### config.mk
export PLATFORM = sky130hd
export DESIGN_NAME = rrat_flat
export DESIGN_NICKNAME = d
export VERILOG_FILES = /design/src/rtl/rrat_pkg.sv /design/src/rtl/rrat_if.sv /design/src/rtl/rrat.sv /design/src/flat_wrapper.sv
export SDC_FILE = /design/constraint.sdc
export NUM_CORES = 1
export LEC_CHECK = 0
export CORE_AREA = 2 2 149 151
export CTS_CLUSTER_SIZE = 8
export DETAILED_ROUTE_END_ITERATION = 10
export DIE_AREA = 0 0 151 153
export GPL_TIMING_DRIVEN = 0
export HOLD_SLACK_MARGIN = 0.15
export PLACE_DENSITY = 0.8
export SKIP_LAST_GASP = 1
export SLEW_MARGIN = 40
export SYNTH_ARGS = -nofsm -noshare
export SYNTH_HDL_FRONTEND = slang
export SYNTH_SLANG_ARGS = --single-unit
### constraint.sdc
create_clock -name clk -period 3 [get_ports clk]
set_input_delay 0.6 -clock clk [delete_from_list [all_inputs] [get_ports clk]]
set_output_delay 0.6 -clock clk [all_outputs]
set_load 0.01 [all_outputs]
### src/rtl/rrat_pkg.sv
// rrat_pkg: shared types and sizes for the retirement register alias table
package rrat_pkg;
  localparam int NUM_ARCH_REGS = 32;
  localparam int PHYS_W = 6;
  typedef logic [PHYS_W-1:0] physicalIndexing;
  typedef logic [4:0] arch_idx_t;
  typedef enum logic {IDLE, RECOVER} rrat_state_t;
endpackage

### src/rtl/rrat_if.sv
// rrat_if: ROB commit / free-list / front-end restore signals of the RRAT
// commit_valid/ready/rd/pd and flush_in come from the ROB; free_enqueue/wdata go to the
// free list; restore_valid/map go to the front-end RAT; commit_count is the retire counter.
interface rrat_if;
  import rrat_pkg::*;
  logic commit_valid;
  logic commit_ready;
  arch_idx_t commit_rd;
  physicalIndexing commit_pd;
  logic flush_in;
  logic free_enqueue;
  physicalIndexing free_wdata;
  logic restore_valid;
  logic [NUM_ARCH_REGS*PHYS_W-1:0] restore_map;
  logic [31:0] commit_count;
  modport master (
    output commit_valid, commit_rd, commit_pd, flush_in,
    input commit_ready, free_enqueue, free_wdata, restore_valid, restore_map, commit_count
  );
  modport slave (
    input commit_valid, commit_rd, commit_pd, flush_in,
    output commit_ready, free_enqueue, free_wdata, restore_valid, restore_map, commit_count
  );
endinterface

### src/rtl/rrat.sv
// rrat: committed arch-to-physical map; frees displaced regs and restores the map on flush
// Ports: clk, rst (sync, active-high), bus (rrat_if.slave: commit, free-list and restore signals).
// RRAT_FLUSH_BYPASS_EN: zero-latency restore with same-cycle commit forwarding, no recovery stall.
module rrat import rrat_pkg::*; (
  input logic clk,
  input logic rst,
  rrat_if.slave bus
);
  physicalIndexing tbl [NUM_ARCH_REGS];
  logic accept, wr;
  assign accept = bus.commit_valid && bus.commit_ready;
  // x0 is never renamed, so its commits only count and never touch the table
  assign wr = accept && bus.commit_rd != '0;
`ifdef RRAT_FLUSH_BYPASS_EN
  assign bus.commit_ready = !rst;
  assign bus.restore_valid = bus.flush_in;
  for (genvar i = 0; i < NUM_ARCH_REGS; i++) begin : g_map
    assign bus.restore_map[i*PHYS_W +: PHYS_W] =
      (wr && bus.commit_rd == arch_idx_t'(i)) ? bus.commit_pd : tbl[i];
  end
`else
  rrat_state_t state, state_next;
  always_ff @(posedge clk) state <= rst ? IDLE : state_next;
  always_comb state_next = (state == IDLE && bus.flush_in) ? RECOVER : IDLE;
  assign bus.commit_ready = !rst && state == IDLE;
  assign bus.restore_valid = state == RECOVER;
  for (genvar i = 0; i < NUM_ARCH_REGS; i++) begin : g_map
    assign bus.restore_map[i*PHYS_W +: PHYS_W] = tbl[i];
  end
`endif
  always_ff @(posedge clk) begin
    if (rst) begin
      for (int i = 0; i < NUM_ARCH_REGS; i++) tbl[i] <= physicalIndexing'(i);
      bus.free_enqueue <= 1'b0;
      bus.free_wdata <= '0;
      bus.commit_count <= '0;
    end else begin
      bus.free_enqueue <= wr;
      if (wr) begin
        tbl[bus.commit_rd] <= bus.commit_pd;
        bus.free_wdata <= tbl[bus.commit_rd];
      end
      if (accept) bus.commit_count <= bus.commit_count + 32'd1;
    end
  end
endmodule

### src/flat_wrapper.sv
// flat-port wrapper written by rule: the top's interface ports become plain ports
module rrat_flat import rrat_pkg::*;
  (clk, rst, bus_commit_valid, bus_commit_rd, bus_commit_pd, bus_flush_in, bus_commit_ready, bus_free_enqueue, bus_free_wdata, bus_restore_valid, bus_restore_map, bus_commit_count);
  rrat_if bus_i ();
  input logic clk;
  input logic rst;
  input wire logic [$bits(bus_i.commit_valid)-1:0] bus_commit_valid;
  input wire logic [$bits(bus_i.commit_rd)-1:0] bus_commit_rd;
  input wire logic [$bits(bus_i.commit_pd)-1:0] bus_commit_pd;
  input wire logic [$bits(bus_i.flush_in)-1:0] bus_flush_in;
  output wire logic [$bits(bus_i.commit_ready)-1:0] bus_commit_ready;
  output wire logic [$bits(bus_i.free_enqueue)-1:0] bus_free_enqueue;
  output wire logic [$bits(bus_i.free_wdata)-1:0] bus_free_wdata;
  output wire logic [$bits(bus_i.restore_valid)-1:0] bus_restore_valid;
  output wire logic [$bits(bus_i.restore_map)-1:0] bus_restore_map;
  output wire logic [$bits(bus_i.commit_count)-1:0] bus_commit_count;
  assign bus_i.commit_valid = bus_commit_valid;
  assign bus_i.commit_rd = bus_commit_rd;
  assign bus_i.commit_pd = bus_commit_pd;
  assign bus_i.flush_in = bus_flush_in;
  assign bus_commit_ready = bus_i.commit_ready;
  assign bus_free_enqueue = bus_i.free_enqueue;
  assign bus_free_wdata = bus_i.free_wdata;
  assign bus_restore_valid = bus_i.restore_valid;
  assign bus_restore_map = bus_i.restore_map;
  assign bus_commit_count = bus_i.commit_count;
  rrat u_core (.clk(clk), .rst(rst), .bus(bus_i));
endmodule
==> implementation parameters <==
Parameter                              Value

Status
  Status    completed

Clocking
  Source-to-sink clock delay at the later pin of the worst-skew pair    ~500 ps
  H-Tree Level Count    2
  Reg clk slew, reported paths    approximately 50 ps
  Number of sinks driven by the clock tree    between 200 and 250
  Clock tree from TritonCTS    yes
  Number of hold buffers added after CTS    0
  Number of clock buffers inserted by TritonCTS    34
  Clock root cell    clkbuf_16
  CTS max path bufs    3

Placement
  Cell Area, Placed    approximately 0.014 mm²
  Quantity of I/O buffers inserted on ports    245
  Post-placement worst setup slack    -592 ps
  Routability congestion estimate from global placement    approximately 0.99
  Detail Placement HPWL    around 27000 µm

Hold path
  Hold path depth    2
  Worst hold path class    flop to flop

Power
  Peak supply drop    between 0.0003 and 0.0004 V
  Leakage power    around 5 nW
  Power Dens Cells    roughly 540 mW/mm²

Synthesis
  Synthesis-stage register bit count    ~230
  Synthesis warning total    0
  Average cell area after synthesis    roughly 13 µm²
  Most area-hungry cell type in the Yosys netlist    edfxtp_1
  Area of the mapped netlist    ~0.011 mm²
  Largest cells by area after synthesis    edfxtp_1 (53%), dfxtp_1 (7.4%), and2_1 (6.4%), or3_1 (4.6%), mux2i_1 (4.5%)
  Library cells used by synthesis    53
  Post-synth EDFFs    about 190
  Number of instances in the synthesized netlist    855
  Post-synth top area share    0.532
  Count leader, synth    edfxtp_1
  Seq/Total Area, Yosys    0.606
  Most frequently used flop master after synthesis    edfxtp_1
  Async set-or-reset flop fraction in the synthesized netlist    0
  Commonest cells in the synthesized netlist    edfxtp_1 (192), and2_1 (110), or3_1 (80)

Flow run
  Max_cap viols    0

Finish
  Number of nets at the end of the flow    approximately 1200
  Antenna cell count    0
  Area growth from synthesis to final layout    35.4%
  Post-route cell area    0.0147 mm²
  Filler Cells Inserted    ~1500
  Fraction of layout cells with a size suffix above 1    0.112
  Post-layout util    0.682

STA
  Worst-Margin Slew    between 900 and 1000 ps
  Final setup violation count    0
  RSZ-0062 raised after global routing    false
  Final critical delay including setup and external delays    around 2900 ps
  Worst clock skew on the final layout    24.6 ps
  Final hold violation count    0
  Max Clock Freq    around 0.34 GHz
  Slew Viols, Final    0
  Final Cycle Share    0.982
  Final worst setup slack    54.0 ps
  Post-Route Hold Slack    around 520 ps
  Max-Slew Margin vs Limit    0.395

Route
  Count of TritonRoute iterations in the first routing pass    5
  Initial detailed-routing violation count    between 900 and 1000
  Number of remaining DRC errors    0
  Routed vias    about 9000
  Routed Antenna Nets    0
  Wire per inst    around 26 µm
  WL final    approximately 37000 µm
  Via-to-Cell Ratio    a little over 6

Setup path
  Sort of element at the end of the critical path    flop
  Critical path type    primary input to flop
  Data required time at the worst endpoint    between 3000 and 4000 ps
  Worst path arrival time    roughly 3200 ps
  Kind of start point of the critical path    primary input
  Number of cells on the worst reg-to-reg path    5
  Largest fanout of any net on the critical path    10

Global route
  Overall overflow remaining after global route    0
  Wire length of the first global-routing pass    ~54000 µm
  Via count of the first global-routing pass    about 8600
  Number of antenna violations at the first check in global routing    0
  Maximum number of pins on one net before global-route repair    11
  Gr usage total    0.320

Die
  Chip width    roughly 150 µm
  Full die area    about 0.023 mm²
  Die span in y    between 150 and 200 µm
  IO Pins    248
  Site Rows    54
  Initial core utilization    0.504
  Core ar.    around 0.021 mm²
## where the power goes
group / leakage (nW) / total, mW / internal (mW) / switching [mW]
logic: 2.50 / 0.736 / 0.307 / 0.429
registers: 2.07 / 3.64 / 3.58 / 0.0680
clock network: 0.457 / 3.50 / 2.10 / 1.40
## path summary, 6_finish.rpt
kind,from,end,slack (ps)
setup / recovery,bus_commit_rd[0],u_core.tbl[23][0]$_SDFFCE_PN1P_,50
hold / removal,u_core.bus.commit_count[18]$_SDFFE_PP0P_,u_core.bus.commit_count[18]$_SDFFE_PP0P_,520
setup reg to reg,u_core.bus.restore_valid$_SDFF_PP0_,u_core.tbl[14][3]$_SDFFCE_PN1P_,640
hold reg to reg,u_core.bus.commit_count[18]$_SDFFE_PP0P_,u_core.bus.commit_count[18]$_SDFFE_PP0P_,520
## cells by family (layout without fill, tap and decap cells)
family	Yosys count	count (layout)	synth area share
xor gates and xnor gates	27	27	0.0218
muxes	72	72	0.0911
AOI/OAI and AO/OA	54	54	0.0356
other	1	6	0.000346
buffers and inverters	68	372	0.0297
adders and majority gates	1	1	0.00116
DFF	232	232	0.606
and+or+nand+nor	400	400	0.214
## cells in the final DEF, fill, tap and decap left out, drive strengths merged, types with 3 or more instances in the layout
cell type      instances
a211oi                 5
a21oi                  4
a221oi                 7
a311oi                 3
and2                 110
and3                   5
and4                   3
buf                   23
clkbuf                98
clkdlybuf4s50        245
conb                   6
dfxtp                 40
edfxtp               192
inv                    5
mux2i                 49
mux4                  21
nand2                 22
nand2b                10
nand3                 17
nand4                 13
nor2                  72
nor2b                  7
nor3                   5
nor3b                  3
nor4                   6
o21ai                  8
o22ai                 12
o32ai                  7
or2                   33
or3                   80
or4                    4
xnor2                  7
xor2                  20
## cell type report
class / count / area (µm²) / share of cell area
multi-input combinational: 560 / 3980 / 0.272
tap: 280 / 350 / 0.0239
clock buffer: 53 / 922 / 0.0629
buffer: 65 / 317 / 0.0216
inverter: 3 / 11.3 / 0.000768
timing repair buffer: 248 / 2470 / 0.169
sequential: 232 / 6570 / 0.448
clock inverter: 3 / 33.8 / 0.00230
## flip-flops by register name, summed over array words and instances (netlist names)
register	cells
u_core.bus.free_enqueue	1
u_core.bus.restore_valid	1
u_core.bus.free_wdata	6
u_core.tbl	192
u_core.bus.commit_count	32
## metrics by stage
stage | instances | setup TNS (ps) | total power [mW]
after floorplan | 860 | 0 | 4.02
after global placement | 1385 | -71950 | 4.41
after detailed placement | 1385 | -74250 | 4.41
after CTS | 1441 | 0 | 7.85
after global routing | 1444 | 0 | 8.03
final | 1444 | 0 | 7.88
## timing repair
item	4_1_cts	5_1_grt
buffers inserted	0	2
cloned	0	0
resized for setup	3	6
endpoints found under the setup margin	13	52
## critical path, stage by stage
cell             delay [ps]
clkdlybuf4s50_1         560
buf_4                   280
buf_4                   320
buf_4                   260
nand3_1                 210
clkbuf_1                380
nor2_1                  280
or2_2                   250
## per-layer routing
| layer | track usage | share of wire | up-vias |
|---|---|---|---|
| met1 | 0.433 | 0.36 | 4295 |
| met4 | 0.128 | 0.041 | 0 |
| li1 | - | - | 3740 |
| met5 | 0 | 0 | - |
| met2 | 0.497 | 0.46 | 705 |
| met3 | 0.0806 | 0.14 | 115 |
(Power assumes the default switching activity.)
